## src/rtl/nexys_starship_monster_bank_if.sv

```systemverilog
// Signal bundle for the monster bank: player/timer inputs and the game-state outputs.
interface nexys_starship_monster_bank_if #(
  parameter int N_CH    = 4,
  parameter int SCORE_W = 8
);
  localparam int CNT_W = $clog2(N_CH + 1);
  localparam int CH_W  = (N_CH > 1) ? $clog2(N_CH) : 1;

  logic                tick;
  logic                play_flag;
  logic [N_CH-1:0]     rand_in;
  logic [N_CH-1:0]     kill;
  logic [N_CH-1:0]     monster;
  logic [CNT_W-1:0]    active_count;
  logic                gameover;
  logic [CH_W-1:0]     gameover_ch;
  logic [SCORE_W-1:0]  score;
  logic                q_Idle;
  logic                q_Play;
  logic                q_Over;

  modport master (
    output tick, play_flag, rand_in, kill,
    input  monster, active_count, gameover, gameover_ch, score, q_Idle, q_Play, q_Over
  );

  modport slave (
    input  tick, play_flag, rand_in, kill,
    output monster, active_count, gameover, gameover_ch, score, q_Idle, q_Play, q_Over
  );
endinterface

```

## src/rtl/nexys_starship_monster_bank.sv

```systemverilog
// Whack-a-monster terminal bank: per-terminal spawn/timeout timers, global spawn limit,
// saturating kill score and an IDLE/PLAY/OVER game FSM.
module nexys_starship_monster_bank #(
  parameter int N_CH        = 4,
  parameter int TIMEOUT     = 15,
  parameter int SPAWN_DELAY = 1,
  parameter int MAX_ACTIVE  = 2,
  parameter int SCORE_W     = 8
) (
  input  logic Clk,
  input  logic Reset,
  nexys_starship_monster_bank_if.slave bus
);
  localparam int CNT_W = $clog2(N_CH + 1);
  localparam int CH_W  = (N_CH > 1) ? $clog2(N_CH) : 1;
  localparam int TW    = 8;

  typedef enum logic [1:0] {IDLE, PLAY, OVER} state_t;

  state_t state, state_nxt;

  logic [N_CH-1:0]          monster_r, monster_nxt, spawn, cand, to_vec, live_kill;
  logic [N_CH-1:0][TW-1:0]  timer, delay;
  logic [CNT_W-1:0]         act_r, left;
  logic [CH_W-1:0]          go_ch_r, to_idx;
  logic [SCORE_W-1:0]       score_r, score_nxt;
  logic [SCORE_W+3:0]       score_sum;
  logic                     any_to, start;

  function automatic logic [CNT_W-1:0] popcnt(input logic [N_CH-1:0] v);
    logic [CNT_W-1:0] c;
    c = '0;
    for (int i = 0; i < N_CH; i++) c = c + CNT_W'(v[i]);
    return c;
  endfunction

  // Per-terminal status; timeouts are only meaningful while playing
  always_comb begin
    for (int i = 0; i < N_CH; i++) begin
      cand[i]      = !monster_r[i] && (delay[i] == TW'(SPAWN_DELAY)) && bus.rand_in[i];
      to_vec[i]    = (state == PLAY) && monster_r[i] && bus.tick &&
                     (timer[i] == TW'(TIMEOUT - 1)) && !bus.kill[i];
      live_kill[i] = monster_r[i] && bus.kill[i];
    end
    any_to = |to_vec;
    start  = (state == IDLE) && bus.play_flag;
  end

  // Lowest-index timeout and lowest-index-first spawn grants against the registered count
  always_comb begin
    to_idx = '0;
    for (int i = N_CH - 1; i >= 0; i--)
      if (to_vec[i]) to_idx = CH_W'(i);
    spawn = '0;
    left  = CNT_W'(MAX_ACTIVE) - act_r;
    for (int i = 0; i < N_CH; i++)
      if (cand[i] && left != '0) begin
        spawn[i] = 1'b1;
        left     = left - 1'b1;
      end
    monster_nxt = (monster_r & ~bus.kill) | spawn;
    score_sum   = {4'b0, score_r} + (SCORE_W + 4)'(popcnt(live_kill));
    score_nxt   = (score_sum > {4'b0, {SCORE_W{1'b1}}}) ? {SCORE_W{1'b1}} : score_sum[SCORE_W-1:0];
  end

  always_ff @(posedge Clk) begin
    if (Reset) state <= IDLE;
    else       state <= state_nxt;
  end

  always_comb begin
    state_nxt = state;
    case (state)
      IDLE:    if (bus.play_flag)  state_nxt = PLAY;
      PLAY:    if (any_to)         state_nxt = OVER;
      OVER:    if (!bus.play_flag) state_nxt = IDLE;
      default: state_nxt = IDLE;
    endcase
  end

  always_comb begin
    bus.q_Idle   = (state == IDLE);
    bus.q_Play   = (state == PLAY);
    bus.q_Over   = (state == OVER);
    bus.gameover = (state == OVER);
  end

  always_ff @(posedge Clk) begin
    if (Reset || start) begin
      monster_r <= '0;
      act_r     <= '0;
      score_r   <= '0;
      go_ch_r   <= '0;
    end else if (state == PLAY) begin
      if (any_to) begin
        monster_r <= '0;
        act_r     <= '0;
        go_ch_r   <= to_idx;
      end else begin
        monster_r <= monster_nxt;
        act_r     <= popcnt(monster_nxt);
        score_r   <= score_nxt;
      end
    end
  end

  // A kill re-arms the spawn delay; timers freeze on the timeout cycle
  always_ff @(posedge Clk) begin
    if (Reset || start) begin
      timer <= '0;
      delay <= '0;
    end else if (state == PLAY && !any_to) begin
      for (int i = 0; i < N_CH; i++) begin
        if (monster_r[i]) begin
          if (bus.kill[i])   delay[i] <= '0;
          else if (bus.tick) timer[i] <= timer[i] + 1'b1;
        end else if (spawn[i]) begin
          timer[i] <= '0;
        end else if (bus.tick && delay[i] != TW'(SPAWN_DELAY)) begin
          delay[i] <= delay[i] + 1'b1;
        end
      end
    end
  end

  assign bus.monster      = monster_r;
  assign bus.active_count = act_r;
  assign bus.gameover_ch  = go_ch_r;
  assign bus.score        = score_r;
endmodule

```

## src/flat_wrapper.sv

```systemverilog
// flat-port wrapper written by rule: the top's interface ports become plain ports
module nexys_starship_monster_bank_flat 
#(
  parameter int N_CH        = 4,
  parameter int TIMEOUT     = 15,
  parameter int SPAWN_DELAY = 1,
  parameter int MAX_ACTIVE  = 2,
  parameter int SCORE_W     = 8
)
  (Clk, Reset, bus_tick, bus_play_flag, bus_rand_in, bus_kill, bus_monster, bus_active_count, bus_gameover, bus_gameover_ch, bus_score, bus_q_Idle, bus_q_Play, bus_q_Over);
  nexys_starship_monster_bank_if #(.N_CH(N_CH), .SCORE_W(SCORE_W)) bus_i ();
  input  logic Clk;
  input  logic Reset;
  input wire logic [$bits(bus_i.tick)-1:0] bus_tick;
  input wire logic [$bits(bus_i.play_flag)-1:0] bus_play_flag;
  input wire logic [$bits(bus_i.rand_in)-1:0] bus_rand_in;
  input wire logic [$bits(bus_i.kill)-1:0] bus_kill;
  output wire logic [$bits(bus_i.monster)-1:0] bus_monster;
  output wire logic [$bits(bus_i.active_count)-1:0] bus_active_count;
  output wire logic [$bits(bus_i.gameover)-1:0] bus_gameover;
  output wire logic [$bits(bus_i.gameover_ch)-1:0] bus_gameover_ch;
  output wire logic [$bits(bus_i.score)-1:0] bus_score;
  output wire logic [$bits(bus_i.q_Idle)-1:0] bus_q_Idle;
  output wire logic [$bits(bus_i.q_Play)-1:0] bus_q_Play;
  output wire logic [$bits(bus_i.q_Over)-1:0] bus_q_Over;
  assign bus_i.tick = bus_tick;
  assign bus_i.play_flag = bus_play_flag;
  assign bus_i.rand_in = bus_rand_in;
  assign bus_i.kill = bus_kill;
  assign bus_monster = bus_i.monster;
  assign bus_active_count = bus_i.active_count;
  assign bus_gameover = bus_i.gameover;
  assign bus_gameover_ch = bus_i.gameover_ch;
  assign bus_score = bus_i.score;
  assign bus_q_Idle = bus_i.q_Idle;
  assign bus_q_Play = bus_i.q_Play;
  assign bus_q_Over = bus_i.q_Over;
  nexys_starship_monster_bank #(.N_CH(N_CH), .TIMEOUT(TIMEOUT), .SPAWN_DELAY(SPAWN_DELAY), .MAX_ACTIVE(MAX_ACTIVE), .SCORE_W(SCORE_W)) u_core (.Clk(Clk), .Reset(Reset), .bus(bus_i));
endmodule
```

## config.mk

```make
export PLATFORM = sky130hd
export DESIGN_NAME = nexys_starship_monster_bank_flat
export DESIGN_NICKNAME = d
export VERILOG_FILES = /design/src/rtl/nexys_starship_monster_bank_if.sv /design/src/rtl/nexys_starship_monster_bank.sv /design/src/flat_wrapper.sv
export SDC_FILE = /design/constraint.sdc
export NUM_CORES = 1
export LEC_CHECK = 0
export ABC_AREA = 1
export ABC_CLOCK_PERIOD_IN_PS = 7600
export BUFFER_PORTS_ARGS = -buffer_cell sky130_fd_sc_hd__buf_2
export CAP_MARGIN = 20
export CORE_ASPECT_RATIO = 1.4
export CORE_MARGIN = 8
export CORE_UTILIZATION = 44
export CTS_CLUSTER_SIZE = 8
export DETAILED_ROUTE_END_ITERATION = 8
export SLEW_MARGIN = 20
export SYNTH_ARGS = -nofsm -noshare
export SYNTH_HDL_FRONTEND = slang
export SYNTH_SLANG_ARGS = --single-unit
```

## constraint.sdc

```tcl
create_clock -name Clk -period 7.6 [get_ports Clk]
set_input_delay 1.52 -clock Clk [delete_from_list [all_inputs] [get_ports Clk]]
set_output_delay 1.52 -clock Clk [all_outputs]
set_load 0.005 [all_outputs]
```

Word-level counts from Yosys, hierarchy flattened
Cells that the tools add are included.

operators by class
  add/subtract/negate cells = 19
  $lt $le $gt $ge = 1
  reduce and logical (&&, ||, !) cells = 73
  mux-type cells = 50
  equality and inequality tests = 33
  bitwise gates (word level) = 4

operators by type and width
  operator                                                                           number
  8-bit 2-to-1 mux                                                                   33
  8-bit by 1-bit adder with 8-bit output (second input constant)                     8
  1-bit logical AND                                                                  38
  8-bit by 1-bit equality test with 1-bit output (second input constant)             4
  8-bit by 4-bit equality test with 1-bit output (second input constant)             4
  8-bit by 1-bit != test with 1-bit output (second input constant)                   4
  4-bit AND reduction                                                                8
  2-bit != test (second input constant)                                              14
  2-bit nonzero test                                                                 8
  2-bit 2-to-1 mux                                                                   7
  3-bit by 1-bit adder with 3-bit output                                             4
  12-bit by 8-bit greater-than comparator with 1-bit output (second input constant)  1
  3-bit 2-to-1 mux                                                                   4
  3-bit nonzero test                                                                 4
  2-bit by 1-bit != test with 1-bit output (second input constant)                   5
  8-bit by 3-bit adder with 9-bit output                                             1
  1-bit logical NOT                                                                  9
  3-bit by 1-bit subtractor with 3-bit output (second input constant)                3
  2-bit one-hot mux with 3 select lines                                              1
  1-bit by 1-bit adder with 2-bit output                                             2
  4-bit AND                                                                          1
  1-bit 2-to-1 mux                                                                   4
  4-bit 2-to-1 mux                                                                   1
  4-bit inverter                                                                     1
  other kinds (10)                                                                   11

word-level totals
  flip-flop bits (word level) = 83
  word-level logic and storage cells = 193

Longest topological paths before layout
Gate-level depths: netlist of run 1.

  word-level depth = 19
  mapped depth = 32
  depth with buffers taken out = 32

Least setup slack after synthesis of run 1
Ideal clock, no wire load.

  kind = input-to-reg
  from = in bus_rand_in[0]
  to = reg u_core.act_r[1], in the netlist u_core.bus.active_count[1]
  setup time = 0.132 ns
  stages = 27
  arrival = 4.584 ns
  path slack = 2.884 ns
  data required time = 7.468 ns
  cells stage by stage = nand2_1 -> nor2_2 -> nand3_1 -> nand2_1 -> nand2_1 -> ha_1 -> ha_1 -> nor2_1 -> nand2_1 -> nand3b_1 -> nand3_1 -> nand2_1 -> ha_1 -> ha_1 -> nor2_1 -> nand2_1 -> inv_1 -> nor2_1 -> nand3_1 -> nand2_1 -> nand2_1 -> inv_1 -> fa_1 -> inv_1 -> ha_1 -> nand2_1 -> a21oi_1

on the way
  longest elaborated chain between the ends = 15
  elaborated cells between the ends (all ways) = 22
  classes of those cells = add/sub: 5; mux: 8; bitwise: 1; reduce/logical: 8

ends and longest elaborated chain
  element                                                                                               RTL line                            RTL
  start: declaration                                                                                    flat_wrapper.sv:16                  input wire logic [$bits(bus_i.rand_in)-1:0] bus_rand_in;
  1-bit logical AND (*)                                                                                 nexys_starship_monster_bank.sv:40   cand[i] = !monster_r[i] && (delay[i] == TW'(SPAWN_DELAY)) && bus.rand_in[i];
  1-bit logical AND (*)                                                                                 nexys_starship_monster_bank.sv:57   if (cand[i] && left != '0) begin
  parallel branches: the longest is 10 deep, another holds 3-bit by 1-bit subtractor with 3-bit output  --
  4-bit OR (*)                                                                                          nexys_starship_monster_bank.sv:61   monster_nxt = (monster_r & ~bus.kill) | spawn;
  3-bit by 1-bit adder with 3-bit output (*)                                                            nexys_starship_monster_bank.sv:33   for (int i = 0; i < N_CH; i++) c = c + CNT_W'(v[i]);
  3-bit 2-to-1 mux (*)                                                                                  nexys_starship_monster_bank.sv:95   if (any_to) begin
  end signal: assignment                                                                                nexys_starship_monster_bank.sv:101  act_r <= popcnt(monster_nxt);
  end: declaration                                                                                      nexys_starship_monster_bank.sv:24   logic [CNT_W-1:0] act_r, left;

Mark *: on every way between the ends.
A chain may end at the register's enable or synchronous reset.

Final worst setup path of run 1
Ends and elaborated chain as after synthesis.

==> run summary, run 1 <==
The run finished with clean final reports. The number of antenna violations at the first check in global routing was 0. The post-synthesis compound-gate area fraction was 0.116. The number of pins with negative max-slew slack in the final report is 0. Counting cells, the worst reg-to-reg path comes to 29. After the first detailed-routing iteration, the DRC count stood at roughly 230. The wire length of the first global-routing pass is around 23 mm. The tree is rooted in a clkbuf_16. The worst-case vdd ir drop came out at 0.0838 mV. The arrival time of the worst setup path came out at 5.16 ns.

The commonest register cell after synthesis is dfxtp_1. The largest net degree at the start of global routing came out at 31. The simple-gate share of the synthesized area came out at 0.338. The setup slack of the worst register-to-register path came out at 2.91 ns. The total of hold buffers inserted after clock tree synthesis is 0. The final setup violation count is 0. Input and output buffers added on the ports amount to 32.

The area overhead of the layout relative to synthesis came out at 9.96%. The aggregate negative setup slack is 0 ns. The number of fill cells came out at 1,231.

The worst min-delay path category is reg2reg. The number of optimization iterations in the first detailed-route pass is 4. The count of final hold-check violations is 0.

The clock transition at the register clock pins on the worst setup and hold paths after CTS came out at approximately 0.060 ns. The vias after detailed routing came out at 5,104. The worst slew margin relative to its limit is 0.369.

The power density relative to cell area came out at 159 nW/µm². The design draws 930 µW. The die outline height came out at about 150 µm. In the routed design, unresolved DRC markers number 0. The routed design could run at a clock period as short as between 4 and 5 ns. The clock insertion delay at the later pin of the skew report is 0.34 ns.

The fraction of registers with async set or reset after synthesis is 0. The number of global-route vias before repair came to 4,846. The fraction of layout instances using a drive strength above 1 is 0.0814. The maximum level of the CTS H-tree is 3. The post-synthesis cell area came out at 5310 µm².

For this run, the share of the core covered by cells in the final layout is 0.494. The floorplan step defined a core boundary enclosing 11,800 µm². The number of distinct library cells after synthesis came out at 38.

Across every metal layer, demand over resource in global routing totals 0.175. Of the total synthesized cell area, the portion taken by full adders, half adders and majority gates is 0.0819. The post-synthesis cell count came out at 783. Of the available clock period, the critical path in the final layout requires 0.651. For the pin with the worst max-slew slack, the measured transition is 0.946 ns. In this run, synthesis produced a sequential element count of 83. Setup repair after global routing left no endpoint under its margin. In this run the horizontal extent of the chip is 109 µm. In this run the critical register-to-register path is launched from u_core.bus.active_count[0]. The synthesized net count came out at 828.

The net count of the finished layout is approximately 850. The standard-cell row count came out at 47. The initial utilization of the core area, before any placement, comes to 0.450. The share of the Yosys chip area taken by registers is 0.313.

The static power due to leakage is 0.00227 µW. In this run the critical register-to-register path is captured at u_core.bus.active_count[1]. Derived from the worst setup path, the maximum achievable clock frequency is 0.202 GHz. The startpoint identified for the worst hold timing path is u_core.delay[12]. The I/O pin total came out at 33. The final antenna-violating net count came out at 0. The endpoint required time on the critical path is 7.81 ns. STA classifies the critical path startpoint as an input port. In this run the deepest clock path goes through 2 buffers. The number of gates given a new drive strength after cts came out at 0.

The number of antenna repair diodes is 0. The final weighted congestion of routability-driven global placement is roughly 0.91. The clock sink count is slightly above 80. The HPWL reported at the end of detailed placement came out at 9.74 mm. The average routed wire per standard cell is 14.0 µm. The number of setup buffers added after CTS is 0. The area of the die came out at 15,900 µm².

The reported max-cap violation count is 0. The number of synthesized flops with an enable pin came out at 0. The worst hold path was traced through 2 stages. Dividing the detail-routed via count by the number of cells gives 5.33. The total overflow reported by the global router came out at 0. The number of CTS-inserted buffers is 9. For hold timing, the worst endpoint is u_core.delay[12]. The setup path with the least slack is of type in2reg. Clock skew on the completed layout was measured at 0.00869 ns. STA classifies the critical path endpoint as a flop. TritonCTS built the clock tree. The portion of synthesized area spent on multiplexers is 0. The XOR/XNOR share of the synthesized area is 0.0692. By area, the combinational part of the netlist is dominated by simple AND/OR/NAND/NOR gates. The number of warnings reported in the yosys synthesis log came out at 0. Dividing the synthesized area by the synthesized cell count gives 6.79 µm². The final wirelength is 13.4 mm. Of all nets on the critical path, the largest fanout is 6.
[layout by cell type (no fill, tap or decap), types with 2 or more instances in the layout]
| cell | synthesis | routed |
|---|---|---|
| xnor2_1 | 18 | 18 |
| nand2_1 | 161 | 161 |
| o21ai_1 | 9 | 9 |
| nand2_2 | 2 | 2 |
| nand3b_1 | 2 | 2 |
| clkinv_2 | 0 | 2 |
| nand3_2 | 3 | 3 |
| clkbuf_8 | 0 | 2 |
| clkinv_1 | 4 | 4 |
| nor3b_1 | 4 | 4 |
| buf_4 | 4 | 3 |
| clkinvlp_4 | 0 | 2 |
| nor4_1 | 3 | 3 |
| o21ai_0 | 24 | 24 |
| ha_1 | 30 | 30 |
| clkbuf_16 | 0 | 9 |
| nor2_2 | 2 | 2 |
| nor3_1 | 28 | 28 |
| a21oi_1 | 84 | 83 |
| nand4_1 | 37 | 37 |
| fa_1 | 3 | 3 |
| dfxtp_1 | 83 | 83 |
| inv_1 | 77 | 77 |
| nor2_1 | 98 | 98 |
| inv_2 | 2 | 2 |
| buf_2 | 5 | 32 |
| nand3_1 | 50 | 50 |
| xor2_1 | 24 | 24 |
[metal layers]
metal	GRT usage	routed length, µm
met1	0.213	6070
met2	0.303	6800
met3	0.0260	405
met4	0.0564	163
met5	0	0
[power by group]
group / switching (µW) / total, µW / internal [µW]
Combinational: 53.1 / 72.9 / 19.8
Sequential: 4.34 / 444 / 439
Clock: 176 / 414 / 238
Total: 233 / 930 / 697
[through the flow]
| step | hold WS [ns] | cell area [µm²] | cells | setup slack, ns |
|---|---|---|---|---|
| floorplan | 0.441 | 5310 | 783 | 2.88 |
| global placement | 0.449 | 5560 | 942 | 2.56 |
| detailed placement | 0.468 | 5560 | 942 | 2.34 |
| CTS | 0.478 | 5840 | 958 | 2.68 |
| global route | 0.509 | 5840 | 958 | 2.16 |
| finish | 0.476 | 5840 | 958 | 2.65 |
[final cells by class]
cell class / count / area (µm²) / share of cell area
clock buffers: 12 / 256 / 0.0439
clock inverters: 4 / 25.0 / 0.00428
multi-input cells: 594 / 3220 / 0.551
well taps: 147 / 184 / 0.0315
inverters: 83 / 312 / 0.0533
flip-flops and latches: 83 / 1660 / 0.284
repair buffers: 35 / 183 / 0.0313
[registers in the layout (all words and copies together) (netlist names)]
name / flops
u_core.bus.gameover_ch: 2
u_core.bus.monster: 4
u_core.bus.score: 8
u_core.bus.active_count: 3
u_core.timer: 32
u_core.delay: 32
u_core.state: 2
[cells by family (layout without fill, tap and decap cells)]
kind of cell	Yosys count	after routing
xor+xnor	42	42
flops	83	83
fa+ha+maj	33	33
buf+inv	106	134
compound gates	121	121
simple gates	398	398
[critical path, cell delays in order]
cell and delay, ns:
buf_2 0.08, nand2_1 0.06, nor2_2 0.19, nand3_1 0.21, nand2_1 0.13, nand2_1 0.06
ha_1 0.21, ha_1 0.20, nor2_1 0.09, nand2_1 0.05, nand3b_1 0.25, inv_1 0.20
o21ai_2 0.10, ha_1 0.19, ha_1 0.19, nor2_1 0.10, nand2_1 0.08, inv_1 0.11
nor2_1 0.06, nand3_1 0.07, nand2_1 0.07, nand2_1 0.08, inv_1 0.06, fa_1 0.40
inv_1 0.06, ha_1 0.21, nand2_1 0.06, a21oi_1 0.06
[worst max path at each step]
stage	startpoint	cells past startpoint	endpoint
2_1_floorplan	bus_rand_in[0]	27	u_core.bus.active_count[1]
3_3_place_gp	bus_rand_in[0]	28	u_core.bus.active_count[1]
3_5_place_dp	bus_rand_in[0]	28	u_core.bus.active_count[1]
4_1_cts	bus_rand_in[0]	28	u_core.bus.active_count[1]
5_1_grt	bus_rand_in[0]	28	u_core.bus.active_count[1]
6_report	bus_rand_in[0]	28	u_core.bus.active_count[1]
[cell usage after synthesis, types with 18 or more instances]
library cell / count / area, µm²
a21oi_1: 84 / 420
dfxtp_1: 83 / 1660
ha_1: 30 / 375
inv_1: 77 / 289
nand2_1: 161 / 604
nand3_1: 50 / 250
nand4_1: 37 / 231
nor2_1: 98 / 368
nor3_1: 28 / 140
o21ai_0: 24 / 120
xnor2_1: 18 / 158
xor2_1: 24 / 210
Power figures use the tool's default switching activity.
==> run 2, diff against run 1 <==
--- a/config.mk
+++ b/config.mk
@@ -6,7 +6,7 @@
 export NUM_CORES = 1
 export LEC_CHECK = 0
 export ABC_AREA = 1
-export ABC_CLOCK_PERIOD_IN_PS = 7600
+export ABC_CLOCK_PERIOD_IN_PS = 4250
 export BUFFER_PORTS_ARGS = -buffer_cell sky130_fd_sc_hd__buf_2
 export CAP_MARGIN = 20
 export CORE_ASPECT_RATIO = 1.4
==> constraint.sdc (replaced) <==
create_clock -name Clk -period 4.25 [get_ports Clk]
set_input_delay 0.85 -clock Clk [delete_from_list [all_inputs] [get_ports Clk]]
set_output_delay 0.85 -clock Clk [all_outputs]
set_load 0.005 [all_outputs]
==> run summary, run 2 (same netlist as run 1, synthesis figures left out) <==
The flow ran to the end, and the final reports show no timing, DRC or antenna violations. The relative contribution of combinational cells to total power is 0.087 (+0.009). The total power came out at 1750 µW (+88%).

In this design, the critical path's most frequently occurring cell is ha_2. The number of buffers on the longest clock path is 2 (unchanged). The path class of the tightest hold or removal check is reg2reg. The startpoint of the worst register-to-register path is u_core.bus.active_count[0]. The switching power share of the total was 0.247 (-0.00362). The maximum level of the CTS H-tree is 3 (unchanged). The number of CTS-inserted buffers came out at 9 (unchanged). The standard-cell row count came to 47 (unchanged). The internal power consumption came out at 1320 µW (+89%).

The clock transition at the register clock pins on the worst setup and hold paths after CTS came out at 0.06 ns (about the same). The share of the cycle needed by the critical path after routing is 0.950. The net switching power of the design is 433 µW (+86%).

The final wirelength came out at 13.7 mm (+2.4%). The average routed wire per standard cell is 14.0 µm (-0.33%). The area of the die came out at 15,900 µm² (unchanged). The clock sink count is 83 (unchanged). The core region area is 11,800 µm² (unchanged). The portion of total power attributed to sequential cells is 0.452 (-0.025). The aggregate negative setup slack came out at 0 ns (unchanged). The effective utilization at floorplan was 0.450 (unchanged). The layout net count is 877 (+3.1%).

The count of final hold-check violations is 0 (unchanged). The number of pins with negative max-slew slack in the final report is 0 (unchanged). The wire length of the first global-routing pass is 23.0 mm (-0.42%). The clock skew after layout came out at 0.00485 ns (-0.00383 ns). The setup slack of the worst register-to-register path is 0.21 ns (-2.70 ns). The area overhead of the layout relative to synthesis is 16.5%. The I/O pin total is 33 (unchanged).

The number of antenna repair diodes is 0 (unchanged). The worst slew margin relative to its limit is 0.498 (+0.129). The fraction of power consumed by the clock network is 0.462 (+0.017). STA classifies the critical path endpoint as a flop. The number of optimization iterations in the first detailed-route pass is 5 (+1). The final setup violation count came out at 0 (unchanged). The die outline height is 146 µm (unchanged).

The vias after detailed routing is 5,197 (+1.8%). The worst slack at placement is -0.145 ns (-2.48 ns). The largest net degree at the start of global routing is 58 (+87%). The cell sitting at the root of the clock tree is a clkbuf_16. STA classifies the critical path startpoint as a flop. The final antenna-violating net count is 0 (unchanged). The slowest stage of the critical path belongs to the cell dfxtp_4. The number of global-route vias before repair is 4,971 (+2.6%). The worst stage delay on the critical path is 0.37 ns (-0.03 ns).

The final routed DRC violation total is 0 (unchanged). The final weighted congestion of routability-driven global placement is 0.926 (+1.4%). The final design utilization is 0.524 (+0.0295). TritonCTS built the clock tree.

The static power due to leakage came out at 0.00241 µW (+6.4%). The number of antenna violations at the first check in global routing came out at 0 (unchanged). The total overflow reported by the global router is 0 (unchanged).

The endpoint required time on the critical path is 4.45 ns (-3.36 ns). The chip width came out at 109 µm (unchanged). The fraction of layout instances using a drive strength above 1 is 0.147 (+0.0656). The total placed cells including tap cells is 960 (+1.9%). The number of DRC violations after detailed-routing iteration 0 came out at 222 (-2.6%). The maximum net fanout on the critical path came out at 4 (-2). The post-route non-filler standard cell count is 984 (+2.7%). The top achievable clock speed came out at 0.248 GHz.

Following the worst setup path forward leads to its endpoint at u_core.bus.active_count[1]. The capture instance of the worst register-to-register path is u_core.bus.active_count[1]. The slew at the pin with the worst max-slew slack was 0.750 ns (-0.196 ns).

The reported max-cap violation count is 0 (unchanged). In the layout the commonest cells are nand2_1, nor2_1, a21oi_1. The final critical delay including setup and external delays is roughly 4.0 ns. The least setup slack across all paths after layout came out at 0.211 ns (-2.44 ns). The type of the worst setup path is reg2reg. The number of cells on the worst reg-to-reg path was 30 (+3.4%). The number of fill cells came to 1,189 (-3.4%). The post-detailed-route via-to-cell ratio is 5.28 (-0.87%). The overall fraction of global-route tracks in use came to 0.175 (-0.000647). The arrival time of the worst setup path is 4.23 ns (-0.93 ns). The source of the critical timing path is u_core.bus.active_count[0].

The clock insertion delay at the later pin of the skew report is 0.34 ns (about the same). The worst-case vdd ir drop is 0.183 mV (+120%). The count of buffers inserted at the top-level ports is 32 (unchanged). Leaving out fill and tap cells, the most frequent cell in the layout is nand2_1. The power density relative to cell area was 283 nW/µm² (+78%).

The HPWL reported at the end of detailed placement came to 9.87 mm (+1.3%).
run 2: layout make-up:
class | count | area, µm² | area share
multi-input combinational | 594 | 3340 | 0.540
sequential | 83 | 1670 | 0.269
timing repair buffer | 61 | 382 | 0.0616
inverter | 83 | 312 | 0.0503
clock buffer | 12 | 256 | 0.0414
tap | 147 | 184 | 0.0297
clock inverter | 4 | 48.8 | 0.00788
run 2: how the worst min path moves through the flow:
stage,startpoint,cells after the start,endpoint,slack (ns)
floorplan,u_core.delay[15],2,u_core.delay[15],0.44
global placement,u_core.delay[15],2,u_core.delay[15],0.45
detailed placement,u_core.delay[15],2,u_core.delay[15],0.46
CTS,u_core.delay[15],2,u_core.delay[15],0.47
global route,u_core.delay[15],2,u_core.delay[15],0.49
finish,u_core.delay[15],2,u_core.delay[15],0.47
run 2: power groups by stage:
| stage | clock network (µW) | logic [µW] | registers, µW |
|---|---|---|---|
| CTS | 829 | 143 | 792 |
| global route | 853 | 168 | 792 |
| floorplan | 0 | 95.4 | 809 |
| finish | 809 | 152 | 792 |
| detailed placement | 0 | 141 | 810 |
| global placement | 0 | 138 | 809 |
run 2: stage by stage:
step	cell area, µm²	hold WS (ns)
6_report	6190	0.474
5_1_grt	6190	0.489
4_1_cts	6010	0.472
3_5_place_dp	5700	0.458
3_3_place_gp	5700	0.451
2_1_floorplan	5310	0.441
run 2: critical path: cells and delay by family, from the launching register on:
family / cells / cell delay (ns)
compound gates: 1 / 0.05
xor+xnor: 1 / 0.14
fa+ha+maj: 8 / 1.68
buf+inv: 4 / 0.30
flops: 1 / 0.37
simple gates: 16 / 1.34
run 2: repair_timing:
item / CTS / global route
setup buffers: 1 / 7
endpoints found under the setup margin: 2 / 19
resized for setup: 2 / 37
cloned: 0 / 0
hold buffers: 0 / 0
pin swaps: 1 / 13
run 2: metal layers:
metal  vias to the layer above  track usage  wire, µm
li1                       2693            -         -
met1                      2380        0.202      5880
met2                       100        0.298      6890
met3                        24       0.0330       623
met4                         0       0.0804       362
met5                         -            0         0
==> run 3, diff against run 2 <==
--- a/config.mk
+++ b/config.mk
@@ -5,8 +5,7 @@
 export SDC_FILE = /design/constraint.sdc
 export NUM_CORES = 1
 export LEC_CHECK = 0
-export ABC_AREA = 1
-export ABC_CLOCK_PERIOD_IN_PS = 4250
+export ABC_CLOCK_PERIOD_IN_PS = 4200
 export BUFFER_PORTS_ARGS = -buffer_cell sky130_fd_sc_hd__buf_2
 export CAP_MARGIN = 20
 export CORE_ASPECT_RATIO = 1.4
==> constraint.sdc (replaced) <==
create_clock -name Clk -period 4.2 [get_ports Clk]
set_input_delay 0.84 -clock Clk [delete_from_list [all_inputs] [get_ports Clk]]
set_output_delay 0.84 -clock Clk [all_outputs]
set_load 0.005 [all_outputs]
==> run summary, run 3 <==
The final routed DRC violation total came to 0 (unchanged). The maximum net fanout on the critical path was 4 (unchanged). The post-synthesis cell count is 596 (-24%). The mean cell area of the mapped netlist is 8.16 µm² (+20%). The number of cells on the worst reg-to-reg path was 21 (-30%). By area, the combinational part of the netlist is dominated by simple AND/OR/NAND/NOR gates. The endpoint required time on the critical path came out at 4.47 ns (+0.02 ns).

The simple-gate share of the synthesized area came out at 0.320 (-0.0181). The number of fill cells is 1,021 (-14%). The cell type with the highest aggregate area in the netlist is dfxtp_1. The effective utilization at floorplan is 0.450 (about the same). The final setup violation count is 6 (+6). The chip width came out at 105 µm (-3.7%). The number of CTS-inserted buffers came out at 9 (unchanged). The synthesized flop and latch total came out at 83 (unchanged). In the post-synthesis netlist, the cell with the most instances is dfxtp_1. The post-synthesis adder-cell area fraction is 0.0895 (+0.00757). The met3 wire length was 435 µm (-30%).

The number of synthesized flops with an enable pin is 0 (unchanged). The run finished, with violations left. The final reports fail on setup timing. The number of warnings reported in the yosys synthesis log came to 0 (unchanged).

The post-detailed-route via-to-cell ratio is 5.63 (+6.6%). The count of buffers inserted at the top-level ports came out at 32 (unchanged). The top achievable clock speed is 0.230 GHz (-7.0%). The total overflow reported by the global router came to 0 (unchanged). The static power due to leakage is 0.00225 µW (-6.5%). The share of cell area taken by muxes after synthesis is 0.0123 (+0.0123). The worst slew margin relative to its limit came out at 0.391 (-0.107). The power density relative to cell area is 295 nW/µm² (+4.3%). For hold timing, the worst endpoint is u_core.delay[9]. The critical path endpoint category is a flop. The post-route non-filler standard cell count is 808 (-18%). The post-synthesis compound-gate area fraction is 0.119 (+0.00326). The share of the cycle needed by the critical path after routing is 1.03 (+0.0840). The fraction of the yosys area taken by sequential cells came out at 0.342 (+0.0289).

The vias after detailed routing came out at 4,547 (-13%). The standard-cell row count came to 45 (-4.3%). The commonest register cell after synthesis is dfxtp_1.

The worst slack at placement is -0.521 ns (-0.376 ns). The share of the synthesized area in the top cell type is 0.342 (+0.0289). The area overhead of the layout relative to synthesis came out at 24.6%. The fraction of layout instances using a drive strength above 1 was 0.235 (+0.0884). The number of pins with negative max-slew slack in the final report is 0 (unchanged). The setup slack of the worst register-to-register path is -0.14 ns (-0.36 ns). The total of hold buffers inserted after clock tree synthesis came to 0 (unchanged). The wire length of the first global-routing pass is 21.7 mm (-5.4%).

The clock transition at the register clock pins on the worst setup and hold paths after CTS came to 0.06 ns (about the same). The worst hold path depth came out at 2 (unchanged). By area the synthesized netlist is led by dfxtp_1, ha_1, nor2_1, nand2_1, a21oi_1. The clock sink count was 83 (unchanged). The post-placement cell area came out at 5380 µm² (-5.6%). The core region area came out at 10,800 µm² (-8.5%). The worst register-to-register path begins at u_core.bus.active_count[0]. The endpoint identified for the worst register-to-register timing path is u_core.bus.active_count[0].

The top cell types in the final layout, fill and taps aside, are dfxtp_1, nor2_1, nand2_1. TritonCTS built the clock tree. The least setup slack across all paths after layout came to -0.144 ns (-0.355 ns). The number of buffers on the longest clock path came out at 2 (unchanged).

The post-synthesis cell area came out at 4860 µm² (-8.5%). The fraction of registers with async set or reset after synthesis came out at 0 (unchanged). The number of antenna violations at the first check in global routing is 0 (unchanged).

The path class of the tightest hold or removal check is reg2reg. The slew at the pin with the worst max-slew slack came out at 0.913 ns (+0.163 ns). The critical path is of the reg2reg type. The maximum level of the CTS H-tree came out at 3 (unchanged). The detailed-routed wire length on met2 came to 6.72 mm (-2.4%). The routed metal-1 wire length came to 5.43 mm (-7.6%).

The reported max-cap violation count came to 0 (unchanged). The layout net count is 708 (-19%). The number of optimization iterations in the first detailed-route pass came out at 5 (unchanged).

The final antenna-violating net count is 0 (unchanged). The area of all placed cells without fillers is 6060 µm² (-2.1%). In this run the top signal layer used is met4.

The final critical delay including setup and external delays came out at 4.34 ns (+0.305 ns). The library cell used most frequently in the layout, excluding fill and tap cells, is dfxtp_1. The clock insertion delay at the later pin of the skew report was 0.34 ns (about the same). Setup repair after global routing could not meet its margin everywhere.

The final weighted congestion of routability-driven global placement is 0.802 (-13%). The number of distinct library cells after synthesis came out at 59 (+55%). The die outline height is 140 µm (-3.8%).

The average routed wire per standard cell is 16.0 µm (+14%). The type of origin of the critical path is a flop. The area of the die is 14,700 µm² (-7.4%). The count of final hold-check violations is 0 (unchanged). The I/O pin total came to 33 (unchanged). The arrival time of the worst setup path came to 4.61 ns (+0.38 ns). The final wirelength is 12.9 mm (-6.2%). Sorting the synthesized cells by how often they occur yields dfxtp_1, nor2_1, nand2_1. The overall fraction of global-route tracks in use is 0.177 (+0.00252). The aggregate negative setup slack is -0.379 ns (-0.379 ns). The number of antenna repair diodes is 0 (unchanged). The HPWL reported at the end of detailed placement is 9.23 mm (-6.5%). The start point of the worst min-delay path is u_core.delay[9]. The largest net degree at the start of global routing is 25 (-57%). The cell at the root of the clock tree is clkbuf_16. The total power came out at 1790 µW (+2.1%). The total placed cells including tap cells is 777 (-19%). The number of global-route vias before repair was 4,574 (-8.0%). The XOR/XNOR share of the synthesized area came to 0.0682 (-0.00107). The synthesized net count was 641 (-23%).

The clock skew after layout is 0.00859 ns (+0.00374 ns). The number of DRC violations after detailed-routing iteration 0 came to 202 (-9.0%). The worst-case vdd ir drop came out at 0.190 mV (+3.9%).
run 3: cell count changes in the layout (fill, tap and decap cells not counted), sizes merged, moves of 21 or more:
cell,previous run,this run
inv,79,30
nand2,164,55
buf,61,82
nor2,101,70
a21oi,84,40
run 3: area by class of cell:
class,instances,area [µm²],share of cell area
multi-input combinational,458,3250,0.536
tap,141,176,0.0291
timing repair buffer,82,543,0.0896
clock inverter,4,73.8,0.0122
inverter,29,109,0.0180
sequential,83,1670,0.275
clock buffer,11,243,0.0400
run 3: worst max path at each step:
| stage | start | endpoint | slack (ns) | cells after the start |
|---|---|---|---|---|
| 2_1_floorplan | bus_rand_in[0] | u_core.bus.active_count[0] | -0.33 | 19 |
| 3_5_place_dp | bus_rand_in[0] | u_core.bus.active_count[1] | -0.52 | 21 |
| 3_3_place_gp | bus_rand_in[0] | u_core.bus.active_count[0] | -0.43 | 20 |
| 6_report | u_core.bus.active_count[0] | u_core.bus.active_count[0] | -0.14 | 21 |
| 4_1_cts | u_core.bus.active_count[0] | u_core.bus.active_count[0] | -0.12 | 21 |
| 5_1_grt | u_core.bus.active_count[0] | u_core.bus.active_count[0] | -0.36 | 21 |
run 3: report_power, final:
part | leakage, µW | internal (µW) | total (µW) | switching, µW
logic | 0.00142 | 55.3 | 143 | 87.4
registers | 0.000672 | 791 | 797 | 5.77
clock network | 0.000156 | 535 | 850 | 315
run 3: routing by layer:
metal | global-route usage | vias to the layer above
li1 | - | 2253
met3 | 0.0298 | 24
met4 | 0.0739 | 0
met1 | 0.199 | 2181
met5 | 0 | -
met2 | 0.320 | 89
run 3: repair_timing:
item	in CTS	in global routing
buffers inserted	18	1
gates resized for setup	36	13
setup endpoints to repair	18	20
pin swaps	28	12
run 3: stage by stage:
| stage | utilization | hold WS (ns) |
|---|---|---|
| global placement | 0.497 | 0.472 |
| CTS | 0.556 | 0.493 |
| finish | 0.561 | 0.493 |
| global route | 0.561 | 0.530 |
| floorplan | - | 0.455 |
| detailed placement | 0.497 | 0.483 |
run 3: kinds of logic (layout without fill, tap and decap cells):
logic type      Yosys count  in the layout
compound gates           93             93
xor+xnor                 37             37
fa+ha+maj                33             33
buf+inv                  55            126
flops                    83             83
mux                       6              6
simple gates            289            289
run 3: worst max-delay path, cell delays in order (launching register included):
cell     delay [ns]
dfxtp_2        0.36
inv_2          0.06
ha_4           0.22
or4b_4         0.55
nor4_4         0.17
nor2_1         0.08
ha_2           0.21
ha_4           0.16
nor3b_4        0.21
and3_4         0.24
o31ai_4        0.07
ha_2           0.20
ha_2           0.18
nor2_1         0.08
nand4_1        0.16
or2_4          0.30
o221a_4        0.23
nor2_4         0.11
fa_2           0.44
nor3_2         0.11
a21oi_1        0.06
nor2_1         0.10
